### config.mk
export PLATFORM = sky130hd
export DESIGN_NAME = branch_predictor
export DESIGN_NICKNAME = d
export VERILOG_FILES = /design/src/rtl/branch_pkg.sv /design/src/rtl/bht_2bit.sv /design/src/rtl/branch_predictor.sv
export SDC_FILE = /design/constraint.sdc
export NUM_CORES = 1
export LEC_CHECK = 0
export ABC_AREA = 0
export CAP_MARGIN = 30
export CORE_MARGIN = 3
export CORE_UTILIZATION = 47
export CTS_CLUSTER_SIZE = 24
export DETAILED_ROUTE_END_ITERATION = 8
export GPL_TIMING_DRIVEN = 0
export PLACE_DENSITY = 0.8
export SYNTH_ARGS = -nofsm -noshare
export SYNTH_HDL_FRONTEND = slang
export SYNTH_SLANG_ARGS = --single-unit
### constraint.sdc
create_clock -name clk -period 5.2 [get_ports clk]
set_clock_uncertainty 0.05 [all_clocks]
set_input_delay 1.04 -clock clk [delete_from_list [all_inputs] [get_ports clk]]
set_output_delay 1.04 -clock clk [all_outputs]
set_load 0.005 [all_outputs]
### src/rtl/branch_pkg.sv
// Shared constants and helpers for the branch predictor slice.
package branch_pkg;

  localparam logic [2:0] BEQ  = 3'b000;
  localparam logic [2:0] BNE  = 3'b001;
  localparam logic [2:0] BLT  = 3'b100;
  localparam logic [2:0] BGE  = 3'b101;
  localparam logic [2:0] BLTU = 3'b110;
  localparam logic [2:0] BGEU = 3'b111;

  localparam logic [1:0] SNT = 2'b00;
  localparam logic [1:0] WNT = 2'b01;
  localparam logic [1:0] WT  = 2'b10;
  localparam logic [1:0] ST  = 2'b11;

  // Two-bit saturating counter step toward the observed outcome.
  function automatic logic [1:0] satUpdate(input logic [1:0] cnt, input logic taken);
    logic [1:0] nextCnt;
    nextCnt = cnt;
    if (taken) begin
      if (cnt != ST) nextCnt = cnt + 2'd1;
    end else begin
      if (cnt != SNT) nextCnt = cnt - 2'd1;
    end
    return nextCnt;
  endfunction

  // funct3 010/011 are not conditional branches.
  function automatic logic isLegalBranch(input logic [2:0] funct3);
    return (funct3 == BEQ) || (funct3 == BNE) || (funct3 == BLT) ||
           (funct3 == BGE) || (funct3 == BLTU) || (funct3 == BGEU);
  endfunction

  // Real direction from the comparator flags.
  function automatic logic branchTaken(input logic [2:0] funct3, input logic brEq,
                                       input logic brLt);
    logic taken;
    case (funct3)
      BEQ:         taken = brEq;
      BNE:         taken = !brEq;
      BLT, BLTU:   taken = brLt;
      BGE, BGEU:   taken = !brLt;
      default:     taken = 1'b0;
    endcase
    return taken;
  endfunction

endpackage

### src/rtl/bht_2bit.sv
// Table of 2-bit saturating counters: one combinational read, one clocked write.
module bht_2bit
  import branch_pkg::*;
#(
  parameter int ENTRIES = 64,
  parameter int IDX     = $clog2(ENTRIES)
) (
  input  logic           clk,
  input  logic           rst,
  input  logic [IDX-1:0] rdIdx,
  output logic [1:0]     rdCounter,
  input  logic           wrEn,
  input  logic [IDX-1:0] wrIdx,
  input  logic           wrTaken
);

  logic [1:0] cntTable [ENTRIES];

  // Counters start weakly not-taken; a resolved branch nudges its entry.
  always_ff @(posedge clk or posedge rst) begin
    if (rst) begin
      for (int i = 0; i < ENTRIES; i++) cntTable[i] <= WNT;
    end else if (wrEn) begin
      cntTable[wrIdx] <= satUpdate(cntTable[wrIdx], wrTaken);
    end
  end

  // No write-to-read bypass: a same-cycle read sees the old value.
  assign rdCounter = cntTable[rdIdx];

endmodule

### src/rtl/branch_predictor.sv
// Branch direction predictor and EX-stage resolver.
// Optional statistics counters are built only when BP_STATS_EN is defined.
module branch_predictor
  import branch_pkg::*;
#(
  parameter int BHT_ENTRIES = 64
) (
  input  logic        clk,
  input  logic        rst,
  input  logic [31:0] if_pc,
  output logic        if_pred_taken,
  input  logic        ex_valid,
  input  logic        ex_is_branch,
  input  logic [2:0]  ex_funct3,
  input  logic [31:0] ex_pc,
  input  logic [31:0] ex_target,
  input  logic        ex_pred_taken,
  input  logic        BrEq,
  input  logic        BrLT,
  output logic        BrUn,
  output logic        redirect_valid,
  output logic [31:0] redirect_pc,
  output logic        flush,
  output logic [31:0] stat_branches,
  output logic [31:0] stat_mispredicts
);

  localparam int IDX = $clog2(BHT_ENTRIES);

  logic [1:0]  predCounter;
  logic        resolve;
  logic        outcome;
  logic        mispredict;
  logic [31:0] fallThrough;
  logic [31:0] correctPc;
  logic        redirectQ;
  logic [31:0] redirectPcQ;

  bht_2bit #(
    .ENTRIES(BHT_ENTRIES),
    .IDX    (IDX)
  ) uBht (
    .clk      (clk),
    .rst      (rst),
    .rdIdx    (if_pc[IDX+1:2]),
    .rdCounter(predCounter),
    .wrEn     (resolve),
    .wrIdx    (ex_pc[IDX+1:2]),
    .wrTaken  (outcome)
  );

  logic unusedBits;
  assign unusedBits = ^{if_pc[31:IDX+2], if_pc[1:0], predCounter[0]};

  assign if_pred_taken = predCounter[1];
  assign BrUn          = (ex_funct3 == BLTU) || (ex_funct3 == BGEU);

  // Wrong-path instructions behind a pending redirect never resolve.
  always_comb begin
    outcome     = branchTaken(ex_funct3, BrEq, BrLT);
    resolve     = ex_valid && ex_is_branch && isLegalBranch(ex_funct3) && !redirectQ;
    mispredict  = resolve && (outcome != ex_pred_taken);
    fallThrough = ex_pc + 32'd4;
    correctPc   = outcome ? ex_target : fallThrough;
  end

  // One-cycle redirect pulse; the target is held between pulses.
  always_ff @(posedge clk or posedge rst) begin
    if (rst) begin
      redirectQ   <= 1'b0;
      redirectPcQ <= 32'd0;
    end else begin
      redirectQ <= mispredict;
      if (mispredict) redirectPcQ <= correctPc;
    end
  end

  assign redirect_valid = redirectQ;
  assign flush          = redirectQ;
  assign redirect_pc    = redirectPcQ;

`ifdef BP_STATS_EN
  logic [31:0] branchCount;
  logic [31:0] mispredictCount;

  // Saturating event counters for resolves and mispredicts.
  always_ff @(posedge clk or posedge rst) begin
    if (rst) begin
      branchCount     <= 32'd0;
      mispredictCount <= 32'd0;
    end else begin
      if (resolve && (branchCount != 32'hFFFF_FFFF)) branchCount <= branchCount + 32'd1;
      if (mispredict && (mispredictCount != 32'hFFFF_FFFF))
        mispredictCount <= mispredictCount + 32'd1;
    end
  end

  assign stat_branches    = branchCount;
  assign stat_mispredicts = mispredictCount;
`else
  assign stat_branches    = 32'd0;
  assign stat_mispredicts = 32'd0;
`endif

endmodule
==> flow_summary_export.csv, run 1 <==
group,metric,value,unit
global_routing,gr-usage-all-layers,27.4,%
timing,setup-tns-final,0,ns
yosys,synth_common_cells,"nand2_1, o21ai_0, dfrtp_1, buf_4, dfstp_2",
placement,port_buffers,111,
worst_setup_path,max_stage_delay,0.62,ns
cts,cts_buffers,17,
timing,tightest_slew,0.998,ns
yosys,syn_inst,952,
yosys,synth_top_area_share,26.1,%
timing,maxSlewViolCount,0,
worst_setup_path,cp_cell_sequence,"buf_1 > clkbuf_2 > mux4_2 > mux4_2 > mux4_2 > clkdlybuf4s50_1",
worst_setup_path,cpMostUsedCell,"mux4_2",
worst_setup_path,critPathRequiredTime,4.11,ns
global_routing,grt-ovfl-total,0,
die,initial_utilization,48.7,%
cts,clockBufferDepth,2,
placement,place_hpwl,21.5,mm
cts,cts-root-buf,"clkbuf_16",
power_and_ir_drop,ir_drop,0.241,mV
global_routing,grt_pass1_wl,46.3,mm
routing,firstDrtPassIters,9,
placement,place_congestion,0.997,
timing,fin_crit,5.06,ns
timing,setup_viol,0,
cts,cts_tree,"done",
power_and_ir_drop,totalPowerFinal,0.00361,W
cts,clk-insertion-delay-late,0.43,ns
yosys,ys_seq_area_share,44.2,%
finish,syn_to_final_growth,25.8,%
worst_setup_path,crit_family,"buffers and inverters",
finish,nNetsFinal,1261,
worst_setup_path,end_kind,"output pin",
yosys,avgSynthCellArea,9.76,um2
routing,vias,8223,
global_routing,grt_max_degree,44,
timing,hold_viol,0,
yosys,synth_area,0.00929,mm2
timing,timing.final.crit_share,97.4,%
yosys,synth-seq-cells,161,
worst_setup_path,cpMaxStageDelayCell,"buf_1",
worst_setup_path,path_buf_inv,3,
global_routing,antenna_found_initial,0,
timing,setup_ws,0.136,ns
yosys,synth_area_leaders,"dfrtp_1, dfstp_2, mux4_2",
die,die_height,147,um
routing,wl_per_cell,20.8,um
power_and_ir_drop,p_int,0.00258,W
power_and_ir_drop,p_leak,4.86,nW
power_and_ir_drop,pwr-share-clk,34.3,%
yosys,synthArstFlopShare,100,%
yosys,yosys_most_used_dff,"dfrtp_1",
finish,antenna_cells,0,
die,pin_count,206,
yosys,synth-edff-count,0,
timing,slew_headroom,32.9,%
routing,first_iter_violations,891,
finish,drive_gt1_share,23.0,%
cts,htreeDepth,4,
yosys,post-synth-top-area-cell,"dfrtp_1",
timing,max_freq,197,MHz
die,die_w,147,um
cts,clkSinkCount,161,
die,rows,50,
power_and_ir_drop,power_density,309,mW/mm2
min_path,hold_path.class,"flip-flop to flip-flop",
worst_setup_path,path_class,"input pin to output pin",
global_routing,grt_pass1_vias,8306,
cts,postCtsSetupBuffers,0,
cts,path_clk_slew,0.06,ns
power_and_ir_drop,switching_share,28.5,%
routing,ant_nets,0,
die,core,0.0191,mm2
die,die-area,0.0215,mm2
outcome,violations,"design-rule violations",
power_and_ir_drop,pwr-share-comb,22.8,%
worst_setup_path,cp-start-kind,"input pin",
power_and_ir_drop,p_sw,0.00103,W
outcome,status,"finished with violations",
placement,pre_cts_slack,-0.415,ns
flow_run,maxCapViolations,0,
finish,nFillCells,1556,
timing,rsz0062_at_grt,"false",
yosys,yosysMostFrequentCell,"nand2_1",
routing,wl,29.6,mm
worst_setup_path,crit_arrival,3.97,ns
yosys,ys_types,64,
routing,vias_per_cell,5.76,
worst_setup_path,critPathMaxFanout,10,
cts,cts_hold_buf,0,
yosys,ys_warn_count,0,
routing,post-route-drc-count,5,
power_and_ir_drop,seqPwrFrac,42.9,%
routing by layer:
layer | global-route usage [%] | part of all wire (%) | vias up
met3 | 8.44 | 11 | 131
li1 | - | - | 3656
met1 | 34.3 | 37 | 3867
met4 | 12.3 | 5.5 | 0
met5 | 0 | 0 | -
met2 | 44.0 | 46 | 569
path summary, 6_finish.rpt:
| kind | start | to | slack, ns | depth (start not counted) |
|---|---|---|---|---|
| min reg2reg | uBht.cntTable[70] | uBht.cntTable[70] | 0.42 | 2 |
| min in group asynchronous | rst | redirect_pc[2] | 1.09 | 2 |
| min | uBht.cntTable[70] | uBht.cntTable[70] | 0.42 | 2 |
| max | if_pc[3] | if_pred_taken | 0.14 | 6 |
| max in group asynchronous | rst | uBht.cntTable[50] | 2.96 | 4 |
| max reg2reg | uBht.cntTable[75] | uBht.cntTable[49] | 2.29 | 9 |
worst min-delay path, stage by stage, from the launching register on:
cell,delay [ns]
dfstp_2,0.37
nand2_1,0.04
o21ai_1,0.05
metrics by stage:
| step | cell area, um2 | utilization, % | cells | hold slack (ns) |
|---|---|---|---|---|
| 2_1_floorplan | 9530 | - | 1015 | 0.391 |
| 3_3_place_gp | 11000 | 57.5 | 1386 | 0.400 |
| 3_5_place_dp | 11100 | 58.2 | 1395 | 0.410 |
| 4_1_cts | 11700 | 61.2 | 1427 | 0.419 |
| 5_1_grt | 11700 | 61.2 | 1427 | 0.439 |
| 6_report | 11700 | 61.2 | 1427 | 0.418 |
layout make-up:
class / count / area (um2) / area share, %
multi-input combinational: 726 / 4590 / 39.3
sequential: 161 / 4110 / 35.2
timing repair buffer: 120 / 1220 / 10.4
buffer: 122 / 843 / 7.22
clock buffer: 24 / 462 / 3.95
tap: 260 / 325 / 2.78
clock inverter: 8 / 108 / 0.921
inverter: 6 / 26.3 / 0.225
registers in the layout (all words and copies together), names as in the netlist:
| name | flops |
|---|---|
| flush | 1 |
| redirect_pc | 32 |
| uBht.cntTable | 128 |
cells in the final DEF (no fill, tap or decap), types with 10 or more instances in the layout:
cell / synthesis / layout
nand2_1: 206 / 206
buf_4: 72 / 77
a221oi_1: 11 / 11
a31oi_1: 10 / 10
dfrtp_1: 97 / 97
nor2_1: 31 / 31
o21ai_0: 140 / 140
mux4_2: 38 / 38
nand4_1: 11 / 11
dfstp_2: 64 / 64
a21oi_1: 21 / 21
clkbuf_16: 0 / 17
clkbuf_1: 26 / 30
xnor2_1: 13 / 13
mux2i_1: 27 / 27
conb_1: 1 / 64
o21ai_2: 10 / 10
clkdlybuf4s50_1: 0 / 111
nand3_1: 22 / 22
xor2_1: 16 / 16
buf_6: 9 / 10
cells by family (layout without fill, tap and decap cells):
logic type                 Yosys count  count (layout)  share of synthesized area [%]
DFF                                161             161                           44.2
other                                1              64                         0.0404
muxes                               73              73                           13.1
xor gates and xnor gates            29              29                           2.73
AOI/OAI and AO/OA                  229             229                           14.5
adders and majority gates            1               1                          0.135
buffers and inverters              128             280                           9.21
and+or+nand+nor                    330             330                           16.0
power groups by stage:
| stage | Sequential (W) | Combinational, W | Clock, W |
|---|---|---|---|
| after CTS | 0.00155 | 0.000814 | 0.00123 |
| after floorplan | 0.00154 | 0.000419 | 0 |
| final | 0.00155 | 0.000823 | 0.00124 |
| after global placement | 0.00156 | 0.000780 | 0 |
| after global routing | 0.00157 | 0.000890 | 0.00129 |
| after detailed placement | 0.00157 | 0.000808 | 0 |
what timing repair did:
action / 4_1_cts / 5_1_grt
hold endpoints to repair: 0 / 0
endpoints found under the setup margin: 1 / 1
gates resized for setup: 3 / 2
cloned: 0 / 0
Note: power is estimated with default switching activity, not from simulation.
==> run 2: changes to the inputs <==
Settings changed: CORE_MARGIN 3 to 2, CORE_UTILIZATION 47 to 52, PLACE_DENSITY 0.8 to 0.84.
Clock period 5.2 ns to 5.6 ns, I/O delays scaled along.
==> run 2 against run 1 <==
The run now ends clean; core utilization rose by 5.4 points; hold slack gained 0.00094 ns; global-route usage rose by 4.0 points; worst setup slack lost 0.0092 ns; clock power fell by 13%; sequential cell count stayed put.
==> flow_summary_export.csv, run 2 (synthesized netlist as in run 1, its figures left out) <==
group,metric,value,unit
routing,wl_per_cell,20.9,um
finish,multi_input_comb_area,0.00459,mm2
die,initial_utilization,53.5,%
timing,tightest_slew,1.03,ns
finish,nFillCells,1393,
routing,first_iter_violations,805,
timing,setup_ws,0.127,ns
worst_setup_path,regToRegEndpoint,"uBht.cntTable[48]",
finish,syn_to_final_growth,24.6,%
power_and_ir_drop,p_leak,4.85,nW
flow_run,maxCapViolations,0,
global_routing,grt_max_degree,91,
worst_setup_path,cpMaxStageDelayCell,"clkbuf_1",
die,pin_count,206,
die,die_height,138,um
worst_setup_path,max_stage_delay,0.73,ns
worst_setup_path,reg2reg_slack,2.57,ns
cts,cts-root-buf,"clkbuf_16",
timing,rsz0062_at_grt,"false",
timing,timing.final.crit_share,97.7,%
finish,postLayoutCellArea,0.0116,mm2
cts,cts_hold_buf,0,
worst_setup_path,path_class,"input pin to output pin",
power_and_ir_drop,power_density,283,mW/mm2
die,rows,48,
outcome,status,"complete, no violations",
global_routing,grt_pass1_wl,43.9,mm
die,core,0.0174,mm2
worst_setup_path,cp_cell_sequence,"buf_1 > clkbuf_1 > mux4_2 > mux4_2 > mux4_2 > clkdlybuf4s50_1",
worst_setup_path,r2r_start,"uBht.cntTable[37]",
worst_setup_path,crit_arrival,4.30,ns
routing,ant_nets,0,
power_and_ir_drop,ir_drop,0.263,mV
global_routing,grt-ovfl-total,0,
finish,final_common_cell,"nand2_1",
placement,place_congestion,0.975,
placement,place_hpwl,21.0,mm
placement,pre_cts_slack,-0.175,ns
cts,path_clk_slew,0.06,ns
die,die-area,0.0190,mm2
worst_setup_path,cp-start-kind,"input pin",
placement,placed_area,0.0110,mm2
worst_setup_path,end_kind,"output pin",
routing,vias,8223,
routing,vias_per_cell,5.92,
timing,maxSlewViolCount,0,
min_path,min_path_cells,2,
routing,firstDrtPassIters,6,
global_routing,grt_pass1_vias,8001,
min_path,hold_path.class,"flip-flop to flip-flop",
worst_setup_path,reg2reg_depth,8,
global_routing,antenna_found_initial,0,
finish,seqCellArea,0.00411,mm2
worst_setup_path,critPathMaxFanout,10,
min_path,min_to,"uBht.cntTable[68]",
cts,cts_buffers,17,
worst_setup_path,cpMostUsedCell,"mux4_2",
cts,htreeDepth,4,
finish,largest_reg_flops,128,
cts,clockBufferDepth,2,
timing,setup_viol,0,
finish,top_register,"uBht.cntTable",
die,die_w,138,um
timing,hold_viol,0,
timing,slew_headroom,30.7,%
min_path,min_from,"uBht.cntTable[68]",
routing,post-route-drc-count,0,
finish,fin_util,66.7,%
cts,clk-insertion-delay-late,0.44,ns
routing,wl,29.0,mm
placement,port_buffers,111,
finish,drive_gt1_share,23.0,%
global_routing,gr-usage-all-layers,31.4,%
finish,nNetsFinal,1258,
finish,final_cell_mix,"nand2_1, o21ai_0, clkdlybuf4s50_1, dfrtp_1, buf_4",
cts,cts_resized,2,
cts,postCtsSetupBuffers,0,
cts,clkSinkCount,161,
timing,fin_crit,5.47,ns
finish,antenna_cells,0,
timing,hold_ws,0.419,ns
timing,max_freq,183,MHz
cts,cts_tree,"done",
worst_setup_path,critPathRequiredTime,4.43,ns
run 2: layer usage:
metal | part of all wire [%] | up-vias | global-route usage (%) | routed length [um]
met5 | 0 | - | 0 | 0
met1 | 36 | 3886 | 38.0 | 10500
li1 | - | 3655 | - | -
met4 | 5.4 | 0 | 17.4 | 1580
met3 | 12 | 126 | 9.01 | 3450
met2 | 47 | 556 | 50.8 | 13500
run 2: cell type report:
| class | instances | share of cell area, % |
|---|---|---|
| tap | 225 | 2.43 |
| clock inverter | 10 | 0.541 |
| multi-input combinational | 726 | 39.7 |
| clock buffer | 22 | 4.10 |
| timing repair buffer | 117 | 10.2 |
| inverter | 6 | 0.238 |
| sequential | 161 | 35.5 |
| buffer | 122 | 7.28 |
run 2: worst max-delay path by stage:
stage               cells past startpoint  slack, ns                 to  startpoint
floorplan                               1       0.19              flush         rst
global placement                        2      -1.97  uBht.cntTable[87]         rst
detailed placement                      6      -0.17      if_pred_taken    if_pc[2]
CTS                                     6       0.08      if_pred_taken    if_pc[2]
global route                            6       0.16      if_pred_taken    if_pc[3]
finish                                  6       0.13      if_pred_taken    if_pc[3]
run 2: power by group:
part	switching (W)	internal (W)
Clock	0.000478	0.000598
Sequential	0.0000955	0.00134
Combinational	0.000377	0.000385
Total	0.000951	0.00232
run 2: critical path, delay by kind of cell:
family | cells | cell delay [ns]
buf+inv | 3 | 1.73
mux | 3 | 1.45
run 2: stage by stage:
| step | std cells | total power [W] | TNS [ns] |
|---|---|---|---|
| finish | 1389 | 0.00327 | 0 |
| global route | 1389 | 0.00340 | 0 |
| CTS | 1389 | 0.00326 | 0 |
| detailed placement | 1357 | 0.00220 | -0.175 |
| global placement | 1351 | 0.00216 | -207.83 |
| floorplan | 1015 | 0.00182 | 0 |
==> run 3: changes to the inputs <==
Settings changed: CAP_MARGIN 30 to 10.
==> run 3 against run 2 <==
Clock-buffer cell count shrank 3; hold slack worse by 0.00058 ns; register-to-register slack is essentially flat; maximum frequency fell by 0.34%; cell area increased by 0.79%; clock power up 17%; critical path type unchanged; critical path depth unchanged; via count grew 0.96%; worst setup slack got worse by 0.018 ns.
==> flow_summary_export.csv, run 3 (synthesized netlist as in run 1, its figures left out) <==
group,metric,value,unit
outcome,status,"complete, no violations",
routing,firstDrtPassIters,8,
die,core,0.0174,mm2
timing,max_freq,182,MHz
worst_setup_path,cp-start-kind,"input pin",
worst_setup_path,reg2reg_slack,2.57,ns
timing,setup-tns-final,0,ns
timing,setup_viol,0,
die,rows,48,
global_routing,grt_pass1_wl,44.4,mm
global_routing,grt_max_degree,91,
worst_setup_path,end_kind,"output pin",
cts,postCtsSetupBuffers,0,
cts,cts_resized,2,
die,die_height,138,um
power_and_ir_drop,switching_share,28.2,%
timing,hold_ws,0.419,ns
finish,fin_util,67.2,%
finish,antenna_cells,0,
finish,multi_input_comb_area,0.00459,mm2
power_and_ir_drop,pwr-share-comb,22.1,%
power_and_ir_drop,seqPwrFrac,41.5,%
cts,cts_buffers,17,
routing,wl_met2,13.4,mm
timing,hold_viol,0,
timing,fin_crit,5.49,ns
finish,seqCellArea,0.00411,mm2
placement,place_hpwl,21.0,mm
finish,nFillCells,1343,
cts,cts_hold_buf,0,
timing,tightest_slew,1.10,ns
min_path,min_from,"uBht.cntTable[68]",
placement,port_buffers,111,
flow_run,maxCapViolations,0,
die,initial_utilization,53.5,%
worst_setup_path,critPathRequiredTime,4.43,ns
power_and_ir_drop,p_sw,0.000975,W
finish,nNetsFinal,1258,
routing,vias,8302,
cts,path_clk_slew,0.06,ns
cts,clockBufferDepth,2,
finish,syn_to_final_growth,25.6,%
timing,setup_ws,0.109,ns
cts,cts-root-buf,"clkbuf_16",
routing,first_iter_violations,848,
cts,clk-insertion-delay-late,0.44,ns
placement,pre_cts_slack,-0.159,ns
timing,maxSlewViolCount,0,
power_and_ir_drop,p_int,0.00248,W
routing,wl_met1,10.6,mm
min_path,min_path_cells,2,
finish,largest_reg_flops,128,
global_routing,grt_pass1_vias,8154,
worst_setup_path,crit_arrival,4.32,ns
worst_setup_path,critPathMaxFanout,10,
cts,clkSinkCount,161,
die,die-area,0.0190,mm2
finish,final_common_cell,"nand2_1",
routing,wl,29.5,mm
timing,slew_headroom,26.3,%
finish,final_cell_mix,"nand2_1, o21ai_0, clkdlybuf4s50_1, dfrtp_1, buf_4",
min_path,min_to,"uBht.cntTable[68]",
power_and_ir_drop,power_density,296,mW/mm2
die,pin_count,206,
cts,htreeDepth,4,
placement,place_congestion,0.975,
worst_setup_path,r2r_start,"uBht.cntTable[47]",
placement,place_inst,1357,
power_and_ir_drop,ir_drop,0.261,mV
finish,final_cells,1389,
worst_setup_path,path_class,"input pin to output pin",
cts,cts_tree,"done",
power_and_ir_drop,pwr-share-clk,36.4,%
finish,drive_gt1_share,23.1,%
routing,wl_per_cell,21.2,um
routing,post-route-drc-count,0,
worst_setup_path,regToRegEndpoint,"uBht.cntTable[48]",
finish,top_register,"uBht.cntTable",
routing,ant_nets,0,
power_and_ir_drop,p_leak,4.89,nW
worst_setup_path,reg2reg_depth,8,
timing,timing.final.crit_share,98.1,%
global_routing,antenna_found_initial,0,
timing,rsz0062_at_grt,"false",
routing,met3WireLength,3.77,mm
routing,vias_per_cell,5.98,
die,die_w,138,um
global_routing,grt-ovfl-total,0,
min_path,hold_path.class,"flip-flop to flip-flop",
global_routing,gr-usage-all-layers,31.9,%
routing,dr.max_layer_used,"met4",
[run 3: cell types whose count changed in the layout (fill, tap and decap cells not counted)]
cell | previous run | this run
clkinv_4 | 2 | 3
clkbuf_1 | 27 | 26
inv_6 | 1 | 2
clkbuf_8 | 3 | 1
clkinv_2 | 6 | 3
bufinv_16 | 0 | 4
[run 3: worst max path at each step]
stage | start | end | slack, ns | cells past startpoint
floorplan | rst | flush | 0.19 | 1
global placement | rst | uBht.cntTable[87] | -1.97 | 2
detailed placement | if_pc[2] | if_pred_taken | -0.16 | 6
CTS | if_pc[2] | if_pred_taken | 0.06 | 6
global route | if_pc[3] | if_pred_taken | 0.11 | 6
finish | if_pc[3] | if_pred_taken | 0.11 | 6
[run 3: final cells by class]
cell class	count	area share, %
multi-input cells	726	39.4
flip-flops and latches	161	35.2
repair buffers	117	10.1
plain buffers	122	7.22
clock buffers	19	3.80
well taps	225	2.41
clock inverters	13	1.59
inverters	6	0.236
[run 3: routing by layer]
metal | vias to the layer above | track usage, %
met5 | - | 0
met4 | 0 | 19.2
met3 | 146 | 10.6
met2 | 595 | 50.7
met1 | 3909 | 37.7
li1 | 3652 | -
[run 3: power groups by stage]
stage	Sequential [W]	Combinational [W]	Clock, W
after floorplan	0.00143	0.000389	0
after global placement	0.00144	0.000723	0
after detailed placement	0.00145	0.000749	0
after CTS	0.00143	0.000754	0.00126
after global routing	0.00145	0.000830	0.00131
final	0.00144	0.000764	0.00126
[run 3: per-stage QoR]
stage                     cell area [um2]  power, W
after floorplan                      9530   0.00182
after global placement              10900   0.00216
after detailed placement            11000   0.00220
after CTS                           11700   0.00345
after global routing                11700   0.00359
final                               11700   0.00346
[run 3: worst max-delay path, cell delays in order]
cell	delay [ns]
buf_1	0.54
clkbuf_1	0.74
mux4_2	0.45
mux4_2	0.53
mux4_2	0.47
clkdlybuf4s50_1	0.46
